==> config.mk <==
export PLATFORM = sky130hd
export DESIGN_NAME = bus_fabric_flat
export DESIGN_NICKNAME = d
export VERILOG_FILES = /design/src/rtl/bus_fabric_if.sv /design/src/rtl/bus_fabric.sv /design/src/flat_wrapper.sv
export SDC_FILE = /design/constraint.sdc
export NUM_CORES = 1
export LEC_CHECK = 0
export CORE_MARGIN = 5
export CORE_UTILIZATION = 34
export DETAILED_ROUTE_END_ITERATION = 12
export PLACE_DENSITY = 0.87
export SYNTH_ARGS = -nofsm -noshare
export SYNTH_HDL_FRONTEND = slang
export SYNTH_SLANG_ARGS = --single-unit
==> constraint.sdc <==
create_clock -name clk -period 1.8 [get_ports clk]
set_input_delay 0.18 -clock clk [delete_from_list [all_inputs] [get_ports clk]]
set_output_delay 0.18 -clock clk [all_outputs]
set_load 0.02 [all_outputs]
==> src/rtl/bus_fabric_if.sv <==
// bus_fabric_if: core load/store port plus the shared and per-slave peripheral channels.
// master = core/peripheral side that drives requests and responses, slave = the fabric.
interface bus_fabric_if #(parameter int NUM_SLAVES = 4);
  logic [31:0] m_addr, m_wdata, m_rdata;
  logic m_re, m_we, m_stall, m_err;
  logic [3:0] m_wstrb;
  logic [31:0] s_addr, s_wdata;
  logic [3:0] s_wstrb;
  logic [NUM_SLAVES-1:0] s_re, s_we, s_ready;
  logic [NUM_SLAVES*32-1:0] s_rdata;
  modport master (
    output m_addr, m_wdata, m_re, m_we, m_wstrb, s_rdata, s_ready,
    input  m_rdata, m_stall, m_err, s_addr, s_wdata, s_wstrb, s_re, s_we
  );
  modport slave (
    input  m_addr, m_wdata, m_re, m_we, m_wstrb, s_rdata, s_ready,
    output m_rdata, m_stall, m_err, s_addr, s_wdata, s_wstrb, s_re, s_we
  );
endinterface

==> src/rtl/bus_fabric.sv <==
// bus_fabric: stalling load/store interconnect with address decode and per-access timeout.
// Defining BUS_FABRIC_ERR_CNT_EN adds a saturating err_count, cleared by a write to 0xFFFF_FFF0.
module bus_fabric #(
  parameter int NUM_SLAVES = 4,
  parameter logic [NUM_SLAVES*32-1:0] BASE_ADDRS = {32'h3000_0000, 32'h2000_0000, 32'h1000_0000, 32'h0000_0000},
  parameter logic [NUM_SLAVES*32-1:0] ADDR_MASKS = {4{32'hF000_0000}},
  parameter int TIMEOUT = 15
) (
  input  logic clk,
  input  logic rst,
`ifdef BUS_FABRIC_ERR_CNT_EN
  output logic [15:0] err_count,
`endif
  bus_fabric_if.slave bus
);
  localparam int IW = NUM_SLAVES > 1 ? $clog2(NUM_SLAVES) : 1;
  typedef enum logic [1:0] {IDLE, WAIT, DONE} state_t;
  state_t state_q, state_d;
  logic [31:0] addr_q, addr_d, wdata_q, wdata_d, rdata_q, rdata_d;
  logic [3:0] wstrb_q, wstrb_d;
  logic [IW-1:0] tgt_q, tgt_d, idx;
  logic [NUM_SLAVES-1:0] re_q, re_d, we_q, we_d, sel;
  logic [7:0] cnt_q, cnt_d;
  logic err_q, err_d, hit, req, bad, clr;
  always_comb begin
    hit = 1'b0;
    idx = '0;
    for (int i = NUM_SLAVES - 1; i >= 0; i--)
      if ((bus.m_addr & ADDR_MASKS[i*32 +: 32]) == (BASE_ADDRS[i*32 +: 32] & ADDR_MASKS[i*32 +: 32])) begin
        hit = 1'b1;
        idx = IW'(i);
      end
  end
  assign sel = NUM_SLAVES'(1) << idx;
  assign req = bus.m_re | bus.m_we;
  assign bad = ~hit | (bus.m_re & bus.m_we) | clr;
  always_comb begin
    state_d = state_q;
    addr_d = addr_q;
    wdata_d = wdata_q;
    wstrb_d = wstrb_q;
    tgt_d = tgt_q;
    re_d = re_q;
    we_d = we_q;
    cnt_d = cnt_q;
    err_d = err_q;
    rdata_d = rdata_q;
    case (state_q)
      IDLE: if (req) begin
        addr_d = bus.m_addr;
        wdata_d = bus.m_wdata;
        wstrb_d = bus.m_wstrb;
        tgt_d = idx;
        re_d = bad || !bus.m_re ? '0 : sel;
        we_d = bad || !bus.m_we ? '0 : sel;
        cnt_d = '0;
        state_d = bad ? DONE : WAIT;
        err_d = bad ? 1'b1 : err_q;
        rdata_d = bad ? '0 : rdata_q;
      end
      WAIT: begin
        cnt_d = cnt_q + 8'd1;
        // a ready in the final allowed cycle still completes successfully
        if (bus.s_ready[tgt_q] || cnt_q == 8'(TIMEOUT - 1)) begin
          state_d = DONE;
          re_d = '0;
          we_d = '0;
          cnt_d = '0;
          err_d = ~bus.s_ready[tgt_q];
          rdata_d = bus.s_ready[tgt_q] && |re_q ? bus.s_rdata[tgt_q*32 +: 32] : '0;
        end
      end
      default: state_d = IDLE;
    endcase
  end
  always_ff @(posedge clk)
    if (rst) begin
      state_q <= IDLE;
      addr_q <= '0;
      wdata_q <= '0;
      wstrb_q <= '0;
      tgt_q <= '0;
      re_q <= '0;
      we_q <= '0;
      cnt_q <= '0;
      err_q <= 1'b0;
      rdata_q <= '0;
    end else begin
      state_q <= state_d;
      addr_q <= addr_d;
      wdata_q <= wdata_d;
      wstrb_q <= wstrb_d;
      tgt_q <= tgt_d;
      re_q <= re_d;
      we_q <= we_d;
      cnt_q <= cnt_d;
      err_q <= err_d;
      rdata_q <= rdata_d;
    end
  assign bus.m_stall = state_q == WAIT || (state_q == IDLE && req);
  assign bus.m_rdata = rdata_q;
  assign bus.m_err = err_q;
  assign bus.s_addr = addr_q;
  assign bus.s_wdata = wdata_q;
  assign bus.s_wstrb = wstrb_q;
  assign bus.s_re = re_q;
  assign bus.s_we = we_q;
`ifdef BUS_FABRIC_ERR_CNT_EN
  logic [15:0] ecnt_q, ecnt_d;
  logic clr_q, clr_d;
  assign clr = bus.m_we && bus.m_addr == 32'hFFFF_FFF0;
  always_comb begin
    clr_d = state_q == IDLE && req ? clr : clr_q;
    ecnt_d = ecnt_q;
    if (state_q == DONE && err_q)
      ecnt_d = clr_q ? '0 : ecnt_q == 16'hFFFF ? ecnt_q : ecnt_q + 16'd1;
  end
  always_ff @(posedge clk)
    if (rst) begin
      ecnt_q <= '0;
      clr_q <= 1'b0;
    end else begin
      ecnt_q <= ecnt_d;
      clr_q <= clr_d;
    end
  assign err_count = ecnt_q;
`else
  assign clr = 1'b0;
`endif
endmodule
==> src/flat_wrapper.sv <==
// flat-port wrapper written by rule: the top's interface ports become plain ports
module bus_fabric_flat 
#(
  parameter int NUM_SLAVES = 4,
  parameter logic [NUM_SLAVES*32-1:0] BASE_ADDRS = {32'h3000_0000, 32'h2000_0000, 32'h1000_0000, 32'h0000_0000},
  parameter logic [NUM_SLAVES*32-1:0] ADDR_MASKS = {4{32'hF000_0000}},
  parameter int TIMEOUT = 15
)
  (clk, rst, bus_m_addr, bus_m_wdata, bus_m_re, bus_m_we, bus_m_wstrb, bus_s_rdata, bus_s_ready, bus_m_rdata, bus_m_stall, bus_m_err, bus_s_addr, bus_s_wdata, bus_s_wstrb, bus_s_re, bus_s_we);
  bus_fabric_if #(.NUM_SLAVES(NUM_SLAVES)) bus_i ();
  input  logic clk;
  input  logic rst;
  input wire logic [$bits(bus_i.m_addr)-1:0] bus_m_addr;
  input wire logic [$bits(bus_i.m_wdata)-1:0] bus_m_wdata;
  input wire logic [$bits(bus_i.m_re)-1:0] bus_m_re;
  input wire logic [$bits(bus_i.m_we)-1:0] bus_m_we;
  input wire logic [$bits(bus_i.m_wstrb)-1:0] bus_m_wstrb;
  input wire logic [$bits(bus_i.s_rdata)-1:0] bus_s_rdata;
  input wire logic [$bits(bus_i.s_ready)-1:0] bus_s_ready;
  output wire logic [$bits(bus_i.m_rdata)-1:0] bus_m_rdata;
  output wire logic [$bits(bus_i.m_stall)-1:0] bus_m_stall;
  output wire logic [$bits(bus_i.m_err)-1:0] bus_m_err;
  output wire logic [$bits(bus_i.s_addr)-1:0] bus_s_addr;
  output wire logic [$bits(bus_i.s_wdata)-1:0] bus_s_wdata;
  output wire logic [$bits(bus_i.s_wstrb)-1:0] bus_s_wstrb;
  output wire logic [$bits(bus_i.s_re)-1:0] bus_s_re;
  output wire logic [$bits(bus_i.s_we)-1:0] bus_s_we;
  assign bus_i.m_addr = bus_m_addr;
  assign bus_i.m_wdata = bus_m_wdata;
  assign bus_i.m_re = bus_m_re;
  assign bus_i.m_we = bus_m_we;
  assign bus_i.m_wstrb = bus_m_wstrb;
  assign bus_i.s_rdata = bus_s_rdata;
  assign bus_i.s_ready = bus_s_ready;
  assign bus_m_rdata = bus_i.m_rdata;
  assign bus_m_stall = bus_i.m_stall;
  assign bus_m_err = bus_i.m_err;
  assign bus_s_addr = bus_i.s_addr;
  assign bus_s_wdata = bus_i.s_wdata;
  assign bus_s_wstrb = bus_i.s_wstrb;
  assign bus_s_re = bus_i.s_re;
  assign bus_s_we = bus_i.s_we;
  bus_fabric #(.NUM_SLAVES(NUM_SLAVES), .BASE_ADDRS(BASE_ADDRS), .ADDR_MASKS(ADDR_MASKS), .TIMEOUT(TIMEOUT)) u_core (.clk(clk), .rst(rst), .bus(bus_i));
endmodule
==> flow_summary_export.csv, run 1 <==
group,metric,value,unit
worst_hold_path,holdPathEnd,"u_core.cnt_q[0]$_SDFFE_PP0P_",
setup_path,setup.reg_to_reg.worst_slack,-0.08,ns
placement,hpwlAfterDp,15060,microns
cts,tritoncts,"done",
worst_hold_path,hp-class,"in2reg",
timing,fmax,0.5318,GHz
yosys,synth_most_common_cell,"nand2_1",
floorplan,dieWidth,133.7,microns
setup_path,required,2.13,ns
placement,place_inst,1046,
run,max-cap-violations,0,
detailed_routing,via_per_inst,5.042,
cts,clkSlewWorstSetupHoldPaths,0.06,ns
global_route,use_met1,22.75,%
setup_path,path_max_fanout,32,
cts,clk_path_buf_depth,2,
global_route,use_met2,35.82,%
floorplan,die_area,17880,sq um
floorplan,die_y,133.7,microns
yosys,synth_cell_type_count,38,
yosys,ys_ff_latch,121,
timing,grt_setup_unrepaired,"true",
yosys,synth-edff-count,0,
timing,finClkSkew,0.01142,ns
layout,drive_gt1_share,12.86,%
yosys,synth_commonest_cells,"nand2_1 (148), dfxtp_1 (121), a21oi_1 (72)",
setup_path,cp.arrival,2.21,ns
pwr,p_sw,0.002021,W
global_route,grtUsageMet3,9.630,%
cts,ctsHoldBuffers,0,
layout,area_growth,80.07,%
setup_path,timing.rr.start,"u_core.tgt_q[0]$_SDFFE_PP0P_",
setup_path,start_kind,"register",
detailed_routing,drc,0,
global_route,grt_pass1_vias,5476,
timing,fin_ws,-0.08044,ns
pwr,swShare,26.26,%
yosys,seq_area_frac_synth,46.55,%
detailed_routing,drt-wirelength-per-cell,17.82,microns
pwr,ir_drop,585.2,uV
pwr,p_per_area,821.4,nW/um^2
cts,cts_sinks,121,
yosys,synthFlopType,"dfxtp_1",
floorplan,coreArea,15090,sq um
run_status,outcome,"finished, violations left",
run_status,violations,"setup timing",
global_route,grt_max_degree,59,
global_route,grt_overflow,0,
cts,clk_latency,0.41,ns
detailed_routing,vias,5461,
timing,worst-slew-pin-transition,0.4561,ns
setup_path,r2r_cells,5,
pwr,cell_internal_pwr,0.005676,W
floorplan,ios,314,
pwr,clkPwrFrac,42.1,%
pwr,power,0.007697,W
global_route,antenna_found_initial,1,
detailed_routing,drtIter0Drc,275,
pwr,seqPwrFrac,37.4,%
setup_path,crit_type,"reg2reg",
global_route,grt_pass1_wl,29280,microns
timing,finalSetupViolCount,38,
yosys,async_flop_share,0,%
yosys,yosysTopAreaCell,"dfxtp_1",
layout,nets,1087,
timing,fin_crit,1.880,ns
cts,clockRootBuffer,"clkbuf_16",
timing,timing.slew.headroom,69.59,%
yosys,syn_area_per_cell,9.376,sq um
yosys,syn_nets,761,
floorplan,initial_utilization,34.49,%
yosys,synthTopCellsByArea,"dfxtp_1 (47%), mux4_2 (14%), nand2_1 (11%)",
cts,htreeDepth,4,
pwr,leakage,3.527,nW
worst_hold_path,holdPathStages,2,
yosys,netlist_area,5204,sq um
layout,final_cells,1083,
global_route,gr-max-usage-layer,"met2",
worst_hold_path,worstHoldStart,"rst",
timing,whs,0.1176,ns
pwr,pwr-share-comb,20.5,%
global_route,grt_use_total,20.69,%
yosys,yosysWarnings,0,
floorplan,rows,45,
detailed_routing,ant_nets,0,
timing,drv_slew,0,
cts,numCtsBuffers,17,
yosys,synthCells,555,
timing,period_share,104.5,%
setup_path,reg2reg_to,"u_core.bus.m_rdata[26]$_SDFFE_PP0P_",
timing,hold_violations,0,
detailed_routing,drt_wl_total,19300,microns
placement,numPortBuffers,313,
setup_path,cp-end-kind,"register",
placement,globalplace.congestion,0.9119,
yosys,yosys.area.top_type_share,46.55,%
detailed_routing,drtPass1Iterations,4,
## routing by layer
| metal | share of wire [%] | vias to the layer above |
|---|---|---|
| met5 | 0 | - |
| met4 | 2.0 | 0 |
| met3 | 11 | 26 |
| met2 | 50 | 250 |
| met1 | 37 | 2576 |
| li1 | - | 2609 |
## stage by stage
stage          setup TNS (ns)  setup WS, ns  util, %  instance area (sq um)
3_5_place_dp           -11.77       -0.2729    57.76                   8716
5_1_grt                -4.255       -0.1264    62.10                   9370
6_report               -1.975      -0.08044    62.10                   9370
3_3_place_gp           -10.11       -0.2266    57.76                   8716
2_1_floorplan          -2.332      -0.08429        -                   5211
4_1_cts                -1.069      -0.05391    61.70                   9310
## how the worst max path moves through the flow
| stage | from | endpoint | slack (ns) | depth (start not counted) |
|---|---|---|---|---|
| after floorplan | u_core.tgt_q[0]$_SDFFE_PP0P_ | u_core.bus.m_rdata[31]$_SDFFE_PP0P_ | -0.08 | 6 |
| after global placement | bus_s_ready[3] | u_core.bus.m_rdata[23]$_SDFFE_PP0P_ | -0.23 | 6 |
| after detailed placement | bus_s_ready[3] | u_core.bus.m_rdata[16]$_SDFFE_PP0P_ | -0.27 | 6 |
| after CTS | u_core.tgt_q[0]$_SDFFE_PP0P_ | u_core.bus.m_rdata[26]$_SDFFE_PP0P_ | -0.05 | 5 |
| after global routing | u_core.tgt_q[0]$_SDFFE_PP0P_ | u_core.bus.m_rdata[25]$_SDFFE_PP0P_ | -0.13 | 5 |
| final | u_core.tgt_q[0]$_SDFFE_PP0P_ | u_core.bus.m_rdata[26]$_SDFFE_PP0P_ | -0.08 | 5 |
## sequential cells by signal (all words and copies together), names as in the netlist
| register | flops |
|---|---|
| u_core.bus.m_rdata | 32 |
| u_core.bus.s_addr | 32 |
| u_core.bus.s_wdata | 32 |
| u_core.cnt_q | 8 |
| u_core.bus.s_re | 4 |
| u_core.bus.s_we | 4 |
| u_core.bus.s_wstrb | 4 |
| u_core.state_q | 2 |
| u_core.tgt_q | 2 |
| u_core.bus.m_err | 1 |
## cells in the final DEF (no fill, tap or decap), types with 3 or more instances in the layout
cell,instances
nand2_1,146
nor2_1,9
nand3_1,8
buf_6,3
buf_12,8
inv_1,38
a21oi_1,72
clkinv_4,4
dfxtp_1,119
o2bb2ai_1,33
clkbuf_16,17
a31oi_1,6
or3_1,4
clkinv_2,3
clkdlybuf4s50_1,311
clkinvlp_4,3
nand4_1,6
buf_4,22
o211ai_1,4
o2bb2ai_2,3
nand2b_1,3
mux4_2,33
## worst max-delay path, cell delays in order, from the launching register on
cell and delay [ns]:
dfxtp_2 0.34, mux4_2 0.54, a311o_4 0.38, a31oi_4 0.17, buf_12 0.21, o2bb2ai_1 0.14
## what timing repair did
item / 4_1_cts / 5_1_grt
setup buffers: 0 / 3
resized for setup: 4 / 9
pin swaps: 3 / 4
endpoints found under the setup margin: 40 / 49
cloned: 1 / 0
## cells by family (layout without fill, tap and decap cells)
kind of cell    after synthesis  in the layout  synth area share, %
simple gates                190            190                15.12
flops                       121            121                46.55
compound gates              131            131                17.10
buf+inv                      77            416                6.275
mux                          34             34                14.47
other cells                   0              1                    0
fa+ha+maj                     2              2               0.4808
## layout make-up
cell class                      count  area [sq um]
Fill cell                        1227          5719
Inverter                           38         142.6
Clock buffer                       19         452.9
Sequential cell                   121          2425
Antenna cell                        1         2.502
Multi-Input combinational cell    357          2506
Tap cell                          188         235.2
Timing Repair Buffer              346          3486
Clock inverter                     13         120.1
## power by group through the flow
stage	combinational [W]	clock, W	sequential (W)
final	0.00158	0.00324	0.00288
after global routing	0.00169	0.00346	0.00290
after global placement	0.00155	0	0.00293
after detailed placement	0.00157	0	0.00294
after floorplan	0.000483	0	0.00309
after CTS	0.00158	0.00332	0.00288
No activity file was read; power rests on OpenSTA's default activity.
==> run 2, diff against run 1 <==
--- a/config.mk
+++ b/config.mk
@@ -7,6 +7,7 @@
 export LEC_CHECK = 0
 export CORE_MARGIN = 5
 export CORE_UTILIZATION = 34
+export CTS_CLUSTER_DIAMETER = 80
 export DETAILED_ROUTE_END_ITERATION = 12
 export PLACE_DENSITY = 0.87
 export SYNTH_ARGS = -nofsm -noshare
==> results of run 2 <==
Same layout as run 1: the final DEF is identical, and so are final timing and power.
